## config.mk

```make
export PLATFORM = sky130hd
export DESIGN_NAME = prefetch_unit
export DESIGN_NICKNAME = d
export VERILOG_FILES = /design/src/rtl/pf_pkg.sv /design/src/rtl/pf_fifo.sv /design/src/rtl/prefetch_unit.sv
export SDC_FILE = /design/constraint.sdc
export NUM_CORES = 1
export LEC_CHECK = 0
export BUFFER_PORTS_ARGS = -buffer_cell sky130_fd_sc_hd__buf_2
export CAP_MARGIN = 25
export CORE_MARGIN = 2
export CORE_UTILIZATION = 45
export CTS_BUF_LIST = sky130_fd_sc_hd__clkbuf_2 sky130_fd_sc_hd__clkbuf_4 sky130_fd_sc_hd__clkbuf_8
export CTS_CLUSTER_SIZE = 30
export DETAILED_ROUTE_END_ITERATION = 10
export PLACE_DENSITY = 0.75
export SYNTH_ARGS = -nofsm -noshare
export SYNTH_HDL_FRONTEND = slang
export SYNTH_SLANG_ARGS = --single-unit
```

## constraint.sdc

```tcl
create_clock -name clk -period 6.02 [get_ports clk]
set_input_delay 1.204 -clock clk [delete_from_list [all_inputs] [get_ports clk]]
set_output_delay 1.204 -clock clk [all_outputs]
set_load 0.03 [all_outputs]
```

## src/rtl/pf_pkg.sv

```systemverilog
// Shared types and constants for the instruction prefetch unit.
package pf_pkg;

    typedef enum logic [1:0] {
        BOOT  = 2'd0,
        FETCH = 2'd1,
        HALT  = 2'd2
    } pf_state_e;

    localparam int INSTR_W = 32;
    localparam logic [INSTR_W-1:0] NOP = 32'h0000_0013;

endpackage

```

## src/rtl/pf_fifo.sv

```systemverilog
// Power-of-two circular FIFO with occupancy count and a single-cycle flush.
module pf_fifo
#(
    parameter int WIDTH = 32,
    parameter int DEPTH = 4
) (
    input  logic                         clk,
    input  logic                         reset,
    input  logic                         flush_i,
    input  logic                         push_i,
    input  logic                         pop_i,
    input  logic [WIDTH-1:0]             wdata_i,
    output logic [WIDTH-1:0]             rdata_o,
    output logic [$clog2(DEPTH+1)-1:0]   count_o,
    output logic                         full_o,
    output logic                         empty_o
);
    localparam int AW = $clog2(DEPTH);
    localparam int CW = $clog2(DEPTH + 1);
    localparam logic [CW-1:0] FULL_COUNT = CW'(DEPTH);

    logic [WIDTH-1:0] mem_q [DEPTH];
    logic [AW-1:0]    rd_q;
    logic [AW-1:0]    wr_q;
    logic [CW-1:0]    count_q;
    logic             pop_ok_s;
    logic             push_ok_s;

    assign empty_o   = (count_q == {CW{1'b0}});
    assign full_o    = (count_q == FULL_COUNT);
    assign count_o   = count_q;
    assign rdata_o   = mem_q[rd_q];
    // A push into a full FIFO is still legal when the head leaves in the same cycle.
    assign pop_ok_s  = pop_i & ~empty_o;
    assign push_ok_s = push_i & (~full_o | pop_ok_s);

    // Storage, pointers and count; flush empties the FIFO without touching storage.
    always_ff @(posedge clk) begin
        if (!reset) begin
            for (int i = 0; i < DEPTH; i++) begin
                mem_q[i] <= {WIDTH{1'b0}};
            end
            rd_q    <= {AW{1'b0}};
            wr_q    <= {AW{1'b0}};
            count_q <= {CW{1'b0}};
        end else if (flush_i) begin
            rd_q    <= {AW{1'b0}};
            wr_q    <= {AW{1'b0}};
            count_q <= {CW{1'b0}};
        end else begin
            if (push_ok_s) begin
                mem_q[wr_q] <= wdata_i;
                wr_q        <= wr_q + AW'(1'b1);
            end
            if (pop_ok_s) begin
                rd_q <= rd_q + AW'(1'b1);
            end
            count_q <= count_q + CW'(push_ok_s) - CW'(pop_ok_s);
        end
    end

endmodule

```

## src/rtl/prefetch_unit.sv

```systemverilog
// Instruction prefetch unit: issues word fetches under a credit limit, buffers the
// returned words for decode, and discards responses made stale by a redirect.
module prefetch_unit
    import pf_pkg::*;
#(
    parameter int              XLEN     = 32,
    parameter int              DEPTH    = 4,
    parameter logic [XLEN-1:0] RESET_PC = {XLEN{1'b0}}
) (
    input  logic               clk,
    input  logic               reset,
    output logic               imem_req_valid,
    output logic [XLEN-1:0]    imem_req_addr,
    input  logic               imem_req_ready,
    input  logic               imem_rsp_valid,
    input  logic [INSTR_W-1:0] imem_rsp_data,
    input  logic               redirect_valid,
    input  logic [XLEN-1:0]    redirect_pc,
    input  logic               halt,
    output logic               inst_valid,
    output logic [INSTR_W-1:0] inst_data,
    output logic [XLEN-1:0]    inst_pc,
    input  logic               inst_ready
);
    localparam int            CW      = $clog2(DEPTH + 1);
    localparam int            BW      = XLEN + INSTR_W;
    localparam logic [CW:0]   CREDITS = (CW + 1)'(DEPTH);

    pf_state_e       state_q;
    logic [XLEN-1:0] fetch_pc_q;
    logic [XLEN-1:0] fetch_pc_d;
    logic [CW-1:0]   stale_q;
    logic [CW-1:0]   stale_d;
    logic [CW-1:0]   in_flight_s;
    logic [CW-1:0]   occupancy_s;
    logic [CW:0]     credit_used_s;
    logic            req_fire_s;
    logic            pop_s;
    logic            push_s;
    logic            buf_empty_s;
    logic            buf_full_s;
    logic            pcq_full_s;
    logic            pcq_empty_s;
    logic [XLEN-1:0] rsp_pc_s;
    logic [BW-1:0]   buf_head_s;
    logic            unused_s;

    // Outstanding requests plus buffered words may never exceed the buffer size.
    assign credit_used_s  = {1'b0, in_flight_s} + {1'b0, occupancy_s};
    assign imem_req_valid = (state_q == FETCH) && (credit_used_s < CREDITS);
    assign imem_req_addr  = fetch_pc_q;
    assign req_fire_s     = imem_req_valid & imem_req_ready;

    assign inst_valid             = ~buf_empty_s;
    assign {inst_pc, inst_data}   = buf_head_s;
    assign pop_s                  = inst_valid & inst_ready;

    // Next fetch PC, stale-response bookkeeping and the buffer push decision.
    always_comb begin
        fetch_pc_d = fetch_pc_q;
        stale_d    = stale_q;
        push_s     = 1'b0;
        if (redirect_valid) begin
            fetch_pc_d = {redirect_pc[XLEN-1:2], 2'b00};
            stale_d    = in_flight_s + CW'(req_fire_s) - CW'(imem_rsp_valid);
        end else begin
            fetch_pc_d = req_fire_s ? (fetch_pc_q + XLEN'(32'd4)) : fetch_pc_q;
            if (imem_rsp_valid && (stale_q != {CW{1'b0}})) begin
                stale_d = stale_q - CW'(1'b1);
            end else begin
                push_s = imem_rsp_valid;
            end
        end
    end

    // Control FSM: one boot cycle, then fetch until halted.
    always_ff @(posedge clk) begin
        if (!reset) begin
            state_q <= BOOT;
        end else begin
            case (state_q)
                BOOT:    state_q <= FETCH;
                FETCH:   state_q <= halt ? HALT : FETCH;
                HALT:    state_q <= halt ? HALT : FETCH;
                default: state_q <= BOOT;
            endcase
        end
    end

    // Fetch PC and stale counter registers.
    always_ff @(posedge clk) begin
        if (!reset) begin
            fetch_pc_q <= RESET_PC;
            stale_q    <= {CW{1'b0}};
        end else begin
            fetch_pc_q <= fetch_pc_d;
            stale_q    <= stale_d;
        end
    end

    pf_fifo #(.WIDTH(BW), .DEPTH(DEPTH)) u_buf (
        .clk     (clk),
        .reset   (reset),
        .flush_i (redirect_valid),
        .push_i  (push_s),
        .pop_i   (pop_s),
        .wdata_i ({rsp_pc_s, imem_rsp_data}),
        .rdata_o (buf_head_s),
        .count_o (occupancy_s),
        .full_o  (buf_full_s),
        .empty_o (buf_empty_s)
    );

    // In-flight request PCs; its occupancy is the in-flight credit count.
    pf_fifo #(.WIDTH(XLEN), .DEPTH(DEPTH)) u_pcq (
        .clk     (clk),
        .reset   (reset),
        .flush_i (1'b0),
        .push_i  (req_fire_s),
        .pop_i   (imem_rsp_valid),
        .wdata_i (fetch_pc_q),
        .rdata_o (rsp_pc_s),
        .count_o (in_flight_s),
        .full_o  (pcq_full_s),
        .empty_o (pcq_empty_s)
    );

    assign unused_s = ^{buf_full_s, pcq_full_s, pcq_empty_s, redirect_pc[1:0]};

endmodule

```

# Word level (Yosys, flattened, before mapping)
# Memory sizes are Yosys's and may differ from the RTL's. A register that Yosys moved wholly into a read port is not among the register bits.
# Index checks and enable logic that the tools add are counted.
dict set report op_classes {
  addsub 13
  magnitude_cmp 1
  eq_ne 4
  mux 26
  bitwise 13
  n_reduce_logical 12
}
# operator count
set ops {}
lappend ops {{32-bit two-way mux} 3}
lappend ops {{64-bit two-way mux} 1}
lappend ops {{64-bit OR reduction} 1}
lappend ops {{32-bit by 3-bit adder with 32-bit output, second input constant} 1}
lappend ops {{32-bit OR reduction} 1}
lappend ops {{2-bit two-way mux} 7}
lappend ops {{1-bit two-way mux} 12}
lappend ops {{3-bit by 1-bit adder with 3-bit output} 3}
lappend ops {{3-bit by 1-bit subtractor with 3-bit output} 3}
lappend ops {{2-bit by 1-bit adder with 2-bit output, second input constant} 4}
lappend ops {{1-bit bitwise AND} 6}
lappend ops {{3-bit equality test, second input constant} 2}
lappend ops {{3-bit zero test} 2}
lappend ops {{3-bit two-way mux} 2}
lappend ops {{1-bit inverter} 5}
lappend ops {{3-bit by 3-bit adder with 4-bit output} 1}
lappend ops {{4-bit by 3-bit less-than comparator with 1-bit output, second input constant} 1}
lappend ops {{2-bit case mux with 2 select lines} 1}
lappend ops {{2-bit nonzero test} 2}
lappend ops {{2-bit OR reduction} 2}
lappend ops {{3-bit nonzero test} 1}
lappend ops {{3-bit by 1-bit subtractor with 3-bit output, second input constant} 1}
lappend ops {{2-bit by 1-bit equality test with 1-bit output, second input constant} 1}
lappend ops {{2-bit equality test, second input constant} 1}
lappend ops {{3 further kinds} 5}
dict set report totals {
  register_bits 51
  ram_bits 384
  out_inout_bits 98
  memories 2
}
# name depth word_bits rd rd_clocked_by_memory_dff wr line
set mem_list {}
lappend mem_list {u_buf.mem_q 4 64 1 1 4 pf_fifo.sv:22} ;# logic [WIDTH-1:0] mem_q [DEPTH];
lappend mem_list {u_pcq.mem_q 4 32 1 1 4 pf_fifo.sv:22}

# Logic depth before layout (Yosys ltp)
dict set report logic_depth {
  word_depth 12
  mapped_depth 10
  mapped_depth_nobuf 10
}

# Hierarchy
# A second synthesis with hierarchy kept.
dict set report hier_totals {
  cells_unflattened 1385
  area_unflattened_um2 19421.1
}
# module n_inst cells_each area_each_um2 seq_area_each_um2
set by_module_without_submodules {}
lappend by_module_without_submodules {{pf_fifo at u_buf} 1 738 11183.2 7867.5}
lappend by_module_without_submodules {{pf_fifo at u_pcq} 1 359 5945.7 4023.9}
lappend by_module_without_submodules {prefetch_unit 1 288 2292.2 700.7}

# Least setup slack after synthesis
# Ideal clock, no wire load.
dict set report synth_timing {
  kind {in2reg}
  start {in imem_req_ready}
  end {mem u_pcq.mem_q[2][10], in the netlist u_pcq.mem_q[1][10], enable pin}
  setup_time_ns 0.459
  t_arrival_ns 4.031
  t_required_ns 5.561
  slack_ns 1.530
  path_stages 5
  path_buffers 1
  path_cell_list {clkbuf_2 > nand3_1 > clkinv_1 > nand3_1 > o21ai_0}
}
# item line
set synth_lines {}
lappend synth_lines {{start: declaration} prefetch_unit.sv:14} ;# input logic imem_req_ready,
lappend synth_lines {{end: declaration} pf_fifo.sv:22}

==> impl_metrics.py <==
metrics = {
    "global_route": {
        "grt_max_degree": 98,
        "grt_usage": 0.193,
        "grt_antenna_before_repair": 1,
        "grt_pass1_wl_mm": 65.2,
        "grt_overflow": 0,
        "grt_pass1_vias": 11800,
    },
    "detailed_routing": {
        "totalWireLength_mm": 41.9,
        "routedWlPerCell_um": 20.1,
        "drt_pass1_iterations": 7,
        "drtIter0Drc": 855,
        "vias_per_cell": 5.53,
        "postRouteAntennaNets": 0,
        "drc": 0,
        "vias": 11500,
    },
    "cells_and_area": {
        "final_common_cell": "edfxtp_1",
        "fill_cells": 3468,
        "instances_no_fill": 2081,
        "num_antenna_cells": 0,
        "multi_input_area_sq_mm": 0.00618,
        "fin_area_sq_mm": 0.0216,
        "nNetsFinal": 1581,
        "regArea_sq_mm": 0.0121,
        "final_cell_mix": "edfxtp_1, and2_1, buf_2, and3_1, nor2_1",
        "area_delta_synth_final_pct": 14.6,
        "drive_gt1_frac": 0.278,
    },
    "synthesis": {
        "synth_cell_types": 60,
        "synth-async-reset-ratio": 0,
        "synth_area_sq_mm": 0.0188,
        "synth_warnings": 0,
        "synth_edf_count": 368,
        "synth_seq_cells": 421,
        "netlist_instances": 1336,
        "synth.avg_cell_area_sq_um": 14.1,
        "ys_seq_area_frac": 0.643,
        "synth_ff_type": "edfxtp_1",
    },
    "sta": {
        "hold_viol": 0,
        "grt_setup_unrepaired": "false",
        "whs_ps": 565,
        "slew_headroom": 0.345,
        "finalSetupTns_ps": 0,
        "max_freq_ghz": 0.243,
        "fin_crit_sh": 0.683,
        "worstMarginPinSlew_ps": 982,
        "final_max_slew_viol_count": 0,
        "setup_slack_ps": 1910,
        "finalSetupViolations": 0,
        "fin_worst_skew_ps": 21.3,
        "period_needed_ps": 4110,
    },
    "hold_path": {
        "whs_path_depth": 2,
        "hp-class": "flop to flop",
    },
    "critical_path": {
        "worstPathArrival_ps": 2910,
        "worstRegToRegCells": 5,
        "critPathRequiredTime_ps": 4820,
        "cpPeakStageDelay_ps": 960,
        "path_buf_inv": 2,
        "crit_slowest_cell": "dfxtp_4",
        "start_kind": "flop",
        "cp_top_family": "flip-flops",
        "path_cells": "buf_4, mux4_2, buf_2",
        "critical_path_class": "flop to output pin",
        "crit_cells": 3,
        "cp_max_fo": 42,
        "crit_path_end_kind": "output pin",
    },
    "floorplanning": {
        "num_io_pins": 169,
        "die_height_um": 209,
        "core_sq_mm": 0.0411,
        "fp-row-count": 74,
        "chipWidth_um": 209,
        "dieArea_sq_mm": 0.0435,
        "initial_utilization": 0.459,
    },
    "outcome": {
        "outcome": "finished clean",
    },
    "clock_network": {
        "post-cts-setup-buffer-count": 0,
        "ctsHoldBuffers": 0,
        "clkTransAtPathRegs_ps": 60,
        "cts_buffer_depth": 3,
        "cts_resized": 0,
        "cts_root_buffer": "clkbuf_8",
        "clock_latency_ps": 600,
        "htreeDepth": 3,
        "cts_inserted_buffers": 70,
        "cts_tree": "built",
        "cts.sinks": 421,
    },
    "pwr": {
        "max-vdd-ir-drop_uv": 161,
        "power.leakage_uw": 0.00855,
        "power.density_mw_per_mm2": 326,
    },
    "placement": {
        "dpl_worst_slack_ps": 1990,
        "dp.cells": 1952,
        "gp_congestion": 0.787,
        "post_dp_cell_area_sq_mm": 0.0202,
        "portBuffers": 162,
        "dp_hpwl_mm": 24.8,
    },
    "flow_run": {
        "max_cap_violations": 0,
    },
}
[report_power, final]
group / total, uW / internal, uW / switching (uW)
Combinational: 1030 / 399 / 627
Clock: 2500 / 1380 / 1120
Sequential: 3510 / 3390 / 127
[per-stage QoR]
| step | util | power (uW) |
|---|---|---|
| 2_1_floorplan | - | 4280 |
| 3_3_place_gp | 0.490 | 4570 |
| 3_5_place_dp | 0.491 | 4610 |
| 4_1_cts | 0.525 | 7110 |
| 5_1_grt | 0.525 | 7330 |
| 6_report | 0.525 | 7040 |
[final timing paths]
check / start / slack [ps] / to
max: flop / 1910 / inst_data[31]
min: state_q[1] / 560 / state_q[0]
max reg2reg: u_buf.count_o[2] / 2690 / u_pcq.mem_q[0][29]
min reg2reg: state_q[1] / 560 / state_q[0]
[registers in the layout, summed over array words and instances, names as in the netlist, named ones only]
| signal | flops |
|---|---|
| imem_req_addr | 30 |
| stale_q | 3 |
| state_q | 2 |
| u_buf.count_o | 3 |
| u_buf.mem_q | 248 |
| u_buf.rd_q | 2 |
| u_buf.wr_q | 2 |
| u_pcq.count_o | 3 |
| u_pcq.mem_q | 120 |
| u_pcq.rd_q | 2 |
| u_pcq.wr_q | 2 |
[Yosys cell counts, drive strengths merged, types with 3 or more instances]
cell      n  area (sq um)
a211oi    5          37.5
a21o      3          22.5
a21oi     9          45.0
a311oi    6          52.6
a31oi     9          56.3
and2    163          1020
and3    110           689
and4      9          78.8
buf      22           126
clkbuf   82           309
dfxtp    53          1060
edfxtp  368         11100
fa        3          60.1
ha       14           175
inv      50           188
mux4     92          2070
nand2    60           225
nand2b    5          31.3
nand3    25           125
nand4    15          93.8
nor2    101           379
nor2b    11          68.8
nor3     16          85.1
nor3b     5          37.5
nor4      6          73.8
nor4b     5          56.3
o211ai    5          37.5
o21ai    31           155
o31ai     3          22.5
or3       6          37.5
or4       5          37.5
xnor2    10          87.6
xor2      6          52.6
[area by class of cell]
type | instances | share of cell area
Inverter | 51 | 0.00886
Clock buffer | 105 | 0.0577
Clock inverter | 23 | 0.00713
Sequential cell | 421 | 0.561
Timing Repair Buffer | 187 | 0.0481
Tap cell | 532 | 0.0308
Multi-Input combinational cell | 762 | 0.286
[worst register-to-register path, cell delays in order, from the launching register on]
cell and delay (ps):
dfxtp_1 400, ha_1 280, nor4b_2 400, nand3_1 630, nor4_2 440, nand2b_2 770
[kinds of logic (layout without fill, tap and decap cells)]
logic type | count (synthesis) | count (layout) | synth area share
buf+inv | 156 | 366 | 0.0337
mux | 92 | 92 | 0.110
flops | 421 | 421 | 0.643
fa+ha+maj | 17 | 17 | 0.0125
compound gates | 84 | 84 | 0.0289
other cells | 1 | 4 | 0.000199
xor+xnor | 16 | 16 | 0.00743
simple gates | 549 | 549 | 0.165
[per-layer routing]
| metal | global-route usage | vias to the layer above | part of all wire |
|---|---|---|---|
| li1 | - | 5283 | - |
| met1 | 0.252 | 5731 | 0.42 |
| met2 | 0.327 | 435 | 0.49 |
| met3 | 0.0413 | 62 | 0.070 |
| met4 | 0.0564 | 2 | 0.020 |
| met5 | 0 | - | 0.00031 |
Note: power is estimated with default switching activity, not from simulation.
